[src/rtl/tm1637_key_scanner.sv]
// Periodic TM1637 key-scan reader: one read-key frame per poll interval on the shared
// two-wire bus, with an N-scan debounce in front of the reported key code.
module tm1637_key_scanner #(
   parameter int CLK_DIV      = 100,
   parameter int POLL_CYCLES  = 500000,
   parameter int STABLE_SCANS = 2
) (
   input  logic       clk,
   input  logic       rst,
   input  logic       enable,
   input  logic       bus_gnt,
   output logic       bus_req,
   output logic       tm_clk,
   output logic       tm_dio_oe,
   input  logic       tm_dio_in,
   output logic       busy,
   output logic [7:0] key_code,
   output logic       key_pressed,
   output logic       key_valid,
   output logic       ack_err
);

   localparam int TMR_W  = (CLK_DIV > 1) ? $clog2(CLK_DIV) : 1;
   localparam int POLL_W = (POLL_CYCLES > 1) ? $clog2(POLL_CYCLES) : 1;

   localparam logic [7:0]        CMD_READ_KEY = 8'h42;
   localparam logic [7:0]        NO_KEY       = 8'hFF;
   localparam logic [TMR_W-1:0]  TMR_LAST     = TMR_W'(CLK_DIV - 1);
   localparam logic [POLL_W-1:0] POLL_LAST    = POLL_W'(POLL_CYCLES - 1);
   localparam logic [2:0]        STABLE_N     = 3'(STABLE_SCANS);

   typedef enum logic [3:0] {
      S_IDLE,
      S_WAIT_GNT,
      S_START,
      S_CMD_BIT,
      S_CMD_ACK,
      S_RD_BIT,
      S_RD_ACK,
      S_STOP,
      S_DONE
   } state_t;

   state_t              state_q, state_d;
   logic [TMR_W-1:0]    tmr_q, tmr_d;
   logic [1:0]          ph_q, ph_d;
   logic [2:0]          bit_q, bit_d;
   logic [POLL_W-1:0]   poll_q, poll_d;
   logic [7:0]          shreg_q, shreg_d;
   logic                ack_ok_q, ack_ok_d;
   logic [7:0]          cand_q, cand_d;
   logic [2:0]          cnt_q, cnt_d;
   logic [7:0]          key_code_q, key_code_d;
   logic                key_pressed_q, key_pressed_d;
   logic                key_valid_q, key_valid_d;
   logic                ack_err_q, ack_err_d;
   logic                tm_clk_q, tm_clk_d;
   logic                dio_oe_q, dio_oe_d;
   logic                bus_req_q, bus_req_d;
   logic                busy_q, busy_d;
   logic                phase_end;

   assign phase_end = (tmr_q == TMR_LAST);

   always_comb begin
      state_d     = state_q;
      tmr_d       = phase_end ? '0 : tmr_q + TMR_W'(1);
      ph_d        = ph_q;
      bit_d       = bit_q;
      poll_d      = poll_q;
      shreg_d     = shreg_q;
      ack_ok_d    = ack_ok_q;
      cand_d      = cand_q;
      cnt_d       = cnt_q;
      key_code_d  = key_code_q;
      key_valid_d = 1'b0;
      ack_err_d   = 1'b0;

      case (state_q)
         S_IDLE: begin
            tmr_d = '0;
            if (enable) begin
               if (poll_q == POLL_LAST) begin
                  poll_d  = '0;
                  state_d = S_WAIT_GNT;
               end else begin
                  poll_d = poll_q + POLL_W'(1);
               end
            end
         end

         S_WAIT_GNT: begin
            tmr_d = '0;
            if (bus_gnt) begin
               state_d = S_START;
            end
         end

         S_START: begin
            if (phase_end) begin
               state_d = S_CMD_BIT;
               ph_d    = 2'd0;
               bit_d   = 3'd0;
            end
         end

         S_CMD_BIT: begin
            if (phase_end) begin
               if (ph_q == 2'd0) begin
                  ph_d = 2'd1;
               end else begin
                  ph_d = 2'd0;
                  if (bit_q == 3'd7) begin
                     state_d = S_CMD_ACK;
                  end else begin
                     bit_d = bit_q + 3'd1;
                  end
               end
            end
         end

         // The device pulls DIO low for the ACK; a high level means nobody answered.
         S_CMD_ACK: begin
            if (phase_end) begin
               if (ph_q == 2'd0) begin
                  ph_d = 2'd1;
               end else begin
                  ph_d  = 2'd0;
                  bit_d = 3'd0;
                  if (tm_dio_in) begin
                     ack_err_d = 1'b1;
                     ack_ok_d  = 1'b0;
                     cnt_d     = 3'd0;
                     state_d   = S_STOP;
                  end else begin
                     ack_ok_d = 1'b1;
                     state_d  = S_RD_BIT;
                  end
               end
            end
         end

         S_RD_BIT: begin
            if (phase_end) begin
               if (ph_q == 2'd0) begin
                  ph_d = 2'd1;
               end else begin
                  ph_d    = 2'd0;
                  shreg_d = {tm_dio_in, shreg_q[7:1]};
                  if (bit_q == 3'd7) begin
                     state_d = S_RD_ACK;
                  end else begin
                     bit_d = bit_q + 3'd1;
                  end
               end
            end
         end

         S_RD_ACK: begin
            if (phase_end) begin
               if (ph_q == 2'd0) begin
                  ph_d = 2'd1;
               end else begin
                  ph_d    = 2'd0;
                  state_d = S_STOP;
               end
            end
         end

         S_STOP: begin
            if (phase_end) begin
               if (ph_q == 2'd2) begin
                  ph_d    = 2'd0;
                  state_d = S_DONE;
               end else begin
                  ph_d = ph_q + 2'd1;
               end
            end
         end

         S_DONE: begin
            tmr_d   = '0;
            poll_d  = '0;
            state_d = S_IDLE;
            if (ack_ok_q) begin
               if (shreg_q == cand_q) begin
                  cnt_d = (cnt_q == 3'd7) ? cnt_q : cnt_q + 3'd1;
               end else begin
                  cand_d = shreg_q;
                  cnt_d  = 3'd1;
               end
               if ((cnt_d >= STABLE_N) && (cand_d != key_code_q)) begin
                  key_code_d  = cand_d;
                  key_valid_d = 1'b1;
               end
            end
         end

         default: begin
            state_d = S_IDLE;
         end
      endcase

      key_pressed_d = (key_code_d != NO_KEY);

      // Pin levels are decoded from the next state so they change together with it.
      tm_clk_d  = 1'b1;
      dio_oe_d  = 1'b0;
      bus_req_d = 1'b1;
      busy_d    = 1'b1;
      case (state_d)
         S_IDLE, S_DONE: begin
            bus_req_d = 1'b0;
            busy_d    = 1'b0;
         end
         S_START: begin
            dio_oe_d = 1'b1;
         end
         S_CMD_BIT: begin
            tm_clk_d = ph_d[0];
            dio_oe_d = ~CMD_READ_KEY[bit_d];
         end
         S_CMD_ACK, S_RD_BIT, S_RD_ACK: begin
            tm_clk_d = ph_d[0];
         end
         S_STOP: begin
            tm_clk_d = (ph_d != 2'd0);
            dio_oe_d = (ph_d != 2'd2);
         end
         default: begin
            tm_clk_d = 1'b1;
         end
      endcase
   end

   always_ff @(posedge clk) begin
      shreg_q <= shreg_d;
      if (!rst) begin
         state_q       <= S_IDLE;
         tmr_q         <= '0;
         ph_q          <= 2'd0;
         bit_q         <= 3'd0;
         poll_q        <= '0;
         ack_ok_q      <= 1'b0;
         cand_q        <= NO_KEY;
         cnt_q         <= 3'd0;
         key_code_q    <= NO_KEY;
         key_pressed_q <= 1'b0;
         key_valid_q   <= 1'b0;
         ack_err_q     <= 1'b0;
         tm_clk_q      <= 1'b1;
         dio_oe_q      <= 1'b0;
         bus_req_q     <= 1'b0;
         busy_q        <= 1'b0;
      end else begin
         state_q       <= state_d;
         tmr_q         <= tmr_d;
         ph_q          <= ph_d;
         bit_q         <= bit_d;
         poll_q        <= poll_d;
         ack_ok_q      <= ack_ok_d;
         cand_q        <= cand_d;
         cnt_q         <= cnt_d;
         key_code_q    <= key_code_d;
         key_pressed_q <= key_pressed_d;
         key_valid_q   <= key_valid_d;
         ack_err_q     <= ack_err_d;
         tm_clk_q      <= tm_clk_d;
         dio_oe_q      <= dio_oe_d;
         bus_req_q     <= bus_req_d;
         busy_q        <= busy_d;
      end
   end

   assign bus_req     = bus_req_q;
   assign tm_clk      = tm_clk_q;
   assign tm_dio_oe   = dio_oe_q;
   assign busy        = busy_q;
   assign key_code    = key_code_q;
   assign key_pressed = key_pressed_q;
   assign key_valid   = key_valid_q;
   assign ack_err     = ack_err_q;

endmodule
[config.mk]
export PLATFORM = sky130hd
export DESIGN_NAME = tm1637_key_scanner
export DESIGN_NICKNAME = d
export VERILOG_FILES = /design/src/rtl/tm1637_key_scanner.sv
export SDC_FILE = /design/constraint.sdc
export NUM_CORES = 1
export LEC_CHECK = 0
export BUFFER_PORTS_ARGS = -buffer_cell sky130_fd_sc_hd__buf_2
export CORE_ASPECT_RATIO = 0.8
export CORE_MARGIN = 5
export CORE_UTILIZATION = 68
export CTS_BUF_LIST = sky130_fd_sc_hd__clkbuf_4
export CTS_CLUSTER_DIAMETER = 80
export DETAILED_ROUTE_END_ITERATION = 8
export PLACE_DENSITY = 0.88
export SETUP_SLACK_MARGIN = 0.3
export SLEW_MARGIN = 20
export SYNTH_ARGS = -nofsm -noshare
export SYNTH_HDL_FRONTEND = slang
export SYNTH_SLANG_ARGS = --single-unit
[constraint.sdc]
create_clock -name clk -period 4.25 [get_ports clk]
set_input_delay 0.6375 -clock clk [delete_from_list [all_inputs] [get_ports clk]]
set_output_delay 0.6375 -clock clk [all_outputs]
set_load 0.02 [all_outputs]
==> reports/results.tsv, run 1 <==
metric	value	unit
cts_resized	0	
synth_seq_cells	69	
drtPass1Iterations	5	
worst-slew-pin-transition	1.09	ns
rsz0062_at_grt	no	
cts_max_level	3	
end_kind	flop	
final_common_cell	dfxtp_1	
hold_depth	1	
drt_iter0_markers	218	
grt_pass1_wl	12200	um
post_cts_buffers	0	
worstPathRequired	4.50	ns
grtUsageTotal	24.3	%
die_h	73.6	um
die-area	6580	um^2
numCtsBuffers	9	
cp_max_fo	11	
tns	0	ns
critPathLaunchType	flop	
clock_latency	0.42	ns
syn_avg_cell_area	8.99	um^2
run_status	complete, no violations	
report.final.slew_viol_count	0	
rows	23	
clkTransAtPathRegs	0.11	ns
dp_hpwl	5090	um
via_per_inst	6.09	
powerDensity	326	nW/um^2
syn-cell-area	3440	um^2
post_synth_inst_count	382	
io_buffers	19	
hold_viol	0	
yosysUniqueCellTypes	64	
ir_drop	0.283	mV
worst_r2r_endpoint	key_pressed	
core_area	4950	um^2
routedWlPerCell	15.6	um
ctsRootBufferMaster	clkbuf_4	
pin_count	20	
hold_path.class	input port to flop	
hold_path_end	shreg_q[7]	
rr_startpoint	shreg_q[6]	
antenna_found_initial	0	
hold_path_startpoint	tm_dio_in	
syn_nets	391	
syn_to_final_growth	8.16	%
async_flop_share	0	%
skew	0.0110	ns
timing.slew.headroom	27.2	%
vias	2831	
clock_path_buffers	2	
cts.sinks	69	
power.total	1.21	mW
crit_type	flop to flop	
cts_tree	done	
synth_edf_count	8	
routabilityCongestion	0.889	
final_cell_mix	61 x dfxtp_1, 43 x nand2_1, 42 x nor2_1	
routed_wl	7240	um
period_share	55.1	%
synth_flop_cell	dfxtp_1	
setup_viol	0	
drc	0	
post-route-min-period	2.34	ns
die_x	89.5	um
fmax	427	MHz
grt_max_degree	27	
overflow	0	
finalNetCount	407	
reg2reg_slack	1.91	ns
ys_seq_area_share	42.5	%
p_leak	1.40	nW
worst-r2r-cell-count	7	
first_global_vias	2612	
initial_core_util	69.4	%
antenna_left	0	
diodes	0	
cap_violations	0	
worstPathArrival	2.60	ns
synth_warnings	0	
drive_gt1_share	14.4	%
ctsHoldBuffers	0	
==> where the power goes <==
| group | switching (mW) | leakage (nW) | internal, mW |
|---|---|---|---|
| combinational | 0.0152 | 0.746 | 0.00653 |
| clock | 0.233 | 0.0939 | 0.295 |
| sequential | 0.00170 | 0.564 | 0.658 |
==> stage by stage <==
stage / area, um^2 / utilization [%] / worst slack, ns / hold WS (ns) / cells
finish: 3720 / 75.1 / 1.91 / 0.437 / 465
global route: 3720 / 75.1 / 1.84 / 0.404 / 465
CTS: 3720 / 75.1 / 1.96 / 0.409 / 465
detailed placement: 3540 / 71.4 / 1.98 / 0.435 / 449
global placement: 3540 / 71.4 / 2.12 / 0.426 / 449
floorplan: 3440 / - / 2.36 / 0.413 / 382
==> critical path, stage by stage, from the launching register on <==
cell      delay (ns)
edfxtp_1        0.52
xor2_1          0.19
nor4_1          0.35
nand2_1         0.19
nor2_4          0.16
o311ai_2        0.36
nor3_1          0.33
a211oi_1        0.08
==> cells in the mapped netlist (2+ instances only) <==
cell type,count,area share [%]
nand3_1,22,3.2
and2_1,5,0.91
and4_1,2,0.51
a21o_1,3,0.66
xnor2_1,4,1.0
edfxtp_1,8,7.0
a31oi_1,5,0.91
nand2b_1,7,1.3
nand3b_1,2,0.44
or3_1,3,0.55
nand2_1,43,4.7
nor4_1,6,1.1
nor2_1,42,4.6
o21ai_1,3,0.44
nor3_1,13,1.9
a211oi_1,2,0.44
dfxtp_1,61,36
and3_1,9,1.6
nand4_1,14,2.5
ha_1,4,1.5
nor2_4,2,0.66
clkbuf_1,5,0.55
nor2b_1,2,0.36
a22oi_1,2,0.44
o21ai_0,6,0.87
buf_2,4,0.58
mux2i_1,10,2.9
inv_1,2,0.22
buf_4,4,0.87
a21oi_1,20,2.9
xor2_1,30,7.6
nor2_2,5,0.91
==> worst max-delay path by stage <==
stage	start	to	slack, ns	cells after the start
3_3_place_gp	rst	tm_clk	2.12	3
6_report	shreg_q[6]	key_pressed	1.91	7
2_1_floorplan	poll_q[0]	poll_q[17]	2.36	8
5_1_grt	shreg_q[6]	key_pressed	1.84	7
3_5_place_dp	shreg_q[6]	key_pressed	1.98	7
4_1_cts	shreg_q[6]	key_pressed	1.96	7
==> metal layers <==
| layer | up-vias | share of wire [%] | wire length [um] | track usage, % |
|---|---|---|---|---|
| met1 | 1321 | 45 | 3260 | 32.3 |
| met5 | - | 0 | 0 | 0 |
| li1 | 1398 | - | - | - |
| met3 | 10 | 7.7 | 556 | 8.18 |
| met4 | 0 | 1.2 | 89 | 8.43 |
| met2 | 102 | 46 | 3340 | 37.0 |
==> kinds of logic after synthesis <==
family | count (synthesis) | share of synthesized area [%]
AOI/OAI and AO/OA | 52 | 9.65
DFF | 69 | 42.5
buffers and inverters | 17 | 2.66
and+or+nand+nor | 195 | 31.7
adders and majority gates | 4 | 1.46
xor gates and xnor gates | 34 | 8.67
muxes | 11 | 3.31
==> state kept, by name (all words and copies together), names as in the netlist <==
register,flops
busy,1
ack_err,1
bit_q,3
cnt_q,3
key_pressed,1
state_q,4
poll_q,19
shreg_q,8
ph_q,2
key_code,8
cand_q,8
tmr_q,7
ack_ok_q,1
tm_dio_oe,1
key_valid,1
tm_clk,1
==> layout make-up <==
class | instances | area, um^2
clock buffer | 9 | 67.6
clock inverter | 7 | 113
fill | 370 | 1230
inverter | 3 | 11.3
multi-input combinational | 296 | 1890
sequential | 69 | 1460
tap | 62 | 77.6
timing repair buffer | 19 | 95.1
(Power assumes the default switching activity.)
==> inputs of run 2 (changes only) <==
Settings changed: CORE_UTILIZATION 68 to 57, PLACE_DENSITY 0.88 to 0.78.
Clock period 4.25 ns to 2.05 ns, I/O delays scaled along.
==> reports/results.tsv, run 2 (synthesis gave the netlist of run 1 again) <==
metric	value	unit
ir_drop	0.437	mV
period_share	98.2	%
antenna_left	0	
worst-slew-pin-transition	0.356	ns
cts_tree	done	
drc	0	
pin_count	20	
end_kind	flop	
crit_chain	nand4bb_1 -> nor2_1 -> nand4_1 -> and4b_2 -> nor2_2 -> nor3_1 -> or3_1	
setup_viol	0	
syn_to_final_growth	28.3	%
via_per_inst	5.88	
routedWlPerCell	17.0	um
power.total	2.20	mW
antenna_found_initial	0	
dp_cells	492	
post-route-min-period	2.01	ns
drtPass1Iterations	4	
vias	3170	
drt_iter0_markers	179	
ctsHoldBuffers	0	
final_common_cell	buf_4	
skew	0.0294	ns
fmax	497	MHz
routabilityCongestion	0.891	
cpPeakStageDelay	0.46	ns
die-area	7690	um^2
grt_pass1_wl	13800	um
instances_no_fill	539	
cp_top_family	simple AND/OR/NAND/NOR gates	
numCtsBuffers	9	
run_status	complete, no violations	
rsz0062_at_grt	yes	
largest_register_ffs	19	
regMostFlops	poll_q	
grt_max_degree	18	
pre_cts_slack	0.00354	ns
clock_path_buffers	2	
core_area	5880	um^2
clock_latency	0.44	ns
overflow	0	
hold_depth	1	
rows	25	
initial_core_util	58.4	%
crit_type	flop to flop	
cts_max_level	3	
io_buffers	19	
first_global_vias	2885	
path_buf_inv	0	
timing.slew.headroom	76.2	%
final_cell_mix	47 x buf_4, 46 x dfxtp_1, 42 x nand2_1	
worstPathRequired	2.35	ns
dp_hpwl	5610	um
powerDensity	498	nW/um^2
report.final.slew_viol_count	0	
drive_gt1_share	36.5	%
die_x	96.8	um
ctsRootBufferMaster	clkbuf_4	
tns	0	ns
diodes	0	
worstPathArrival	2.31	ns
die_h	79.4	um
cts.sinks	69	
hold_viol	0	
critPathLaunchType	flop	
cap_violations	0	
hold_path.class	input port to flop	
cp_max_fo	7	
slowest_stage	dfxtp_1	
routed_wl	9160	um
finalNetCount	462	
p_leak	1.74	nW
hold_slack	0.108	ns
clkTransAtPathRegs	0.10	ns
grtUsageTotal	22.3	%
crit_cells	7	
setup_ws	0.0373	ns
worst-r2r-cell-count	7	
[run 2: changes by cell type in the layout (fill, tap and decap cells not counted), sizes merged]
cell      delta
buf         +54
clkbuf       +5
bufinv       -3
clkinv       +1
clkinvlp     -1
inv          -1
[run 2: final cells by class]
| cell class | instances | area [um^2] |
|---|---|---|
| inverters | 3 | 11.3 |
| flip-flops and latches | 69 | 1490 |
| well taps | 81 | 101 |
| repair buffers | 74 | 532 |
| fillers | 439 | 1470 |
| clock buffers | 13 | 97.6 |
| clock inverters | 3 | 13.8 |
| multi-input cells | 296 | 2170 |
[run 2: stage by stage]
step,instance area [um^2],util (%)
2_1_floorplan,3460,-
3_3_place_gp,3760,64.0
3_5_place_dp,3760,64.0
4_1_cts,4100,69.8
5_1_grt,4410,75.0
6_report,4410,75.0
[run 2: path summary, 6_finish.rpt]
path / slack, ns / end / startpoint
setup / recovery: 0.04 / tm_clk / poll_q[8]
hold / removal: 0.11 / shreg_q[7] / tm_dio_in
setup reg to reg: 0.04 / tm_clk / poll_q[8]
hold reg to reg: 0.48 / poll_q[17] / poll_q[17]
[run 2: where the power goes]
part | internal, mW | switching, mW | leakage [nW] | total (mW)
Clock | 0.297 | 0.467 | 0.0692 | 0.764
Sequential | 1.36 | 0.00323 | 0.572 | 1.37
Combinational | 0.0236 | 0.0441 | 1.10 | 0.0676
[run 2: per-layer routing]
metal  vias to the layer above  share of wire (%)  global-route usage (%)
met2                        98                 50                    38.8
li1                       1511                  -                       -
met4                         0                1.8                    7.29
met3                        23                5.9                    6.81
met1                      1538                 43                    26.4
met5                         -                  0                       0
[run 2: repair_timing]
action	CTS	global route
resized for setup	28	46
endpoints found under the setup margin	38	36
setup buffers	15	16
pin swaps	19	19
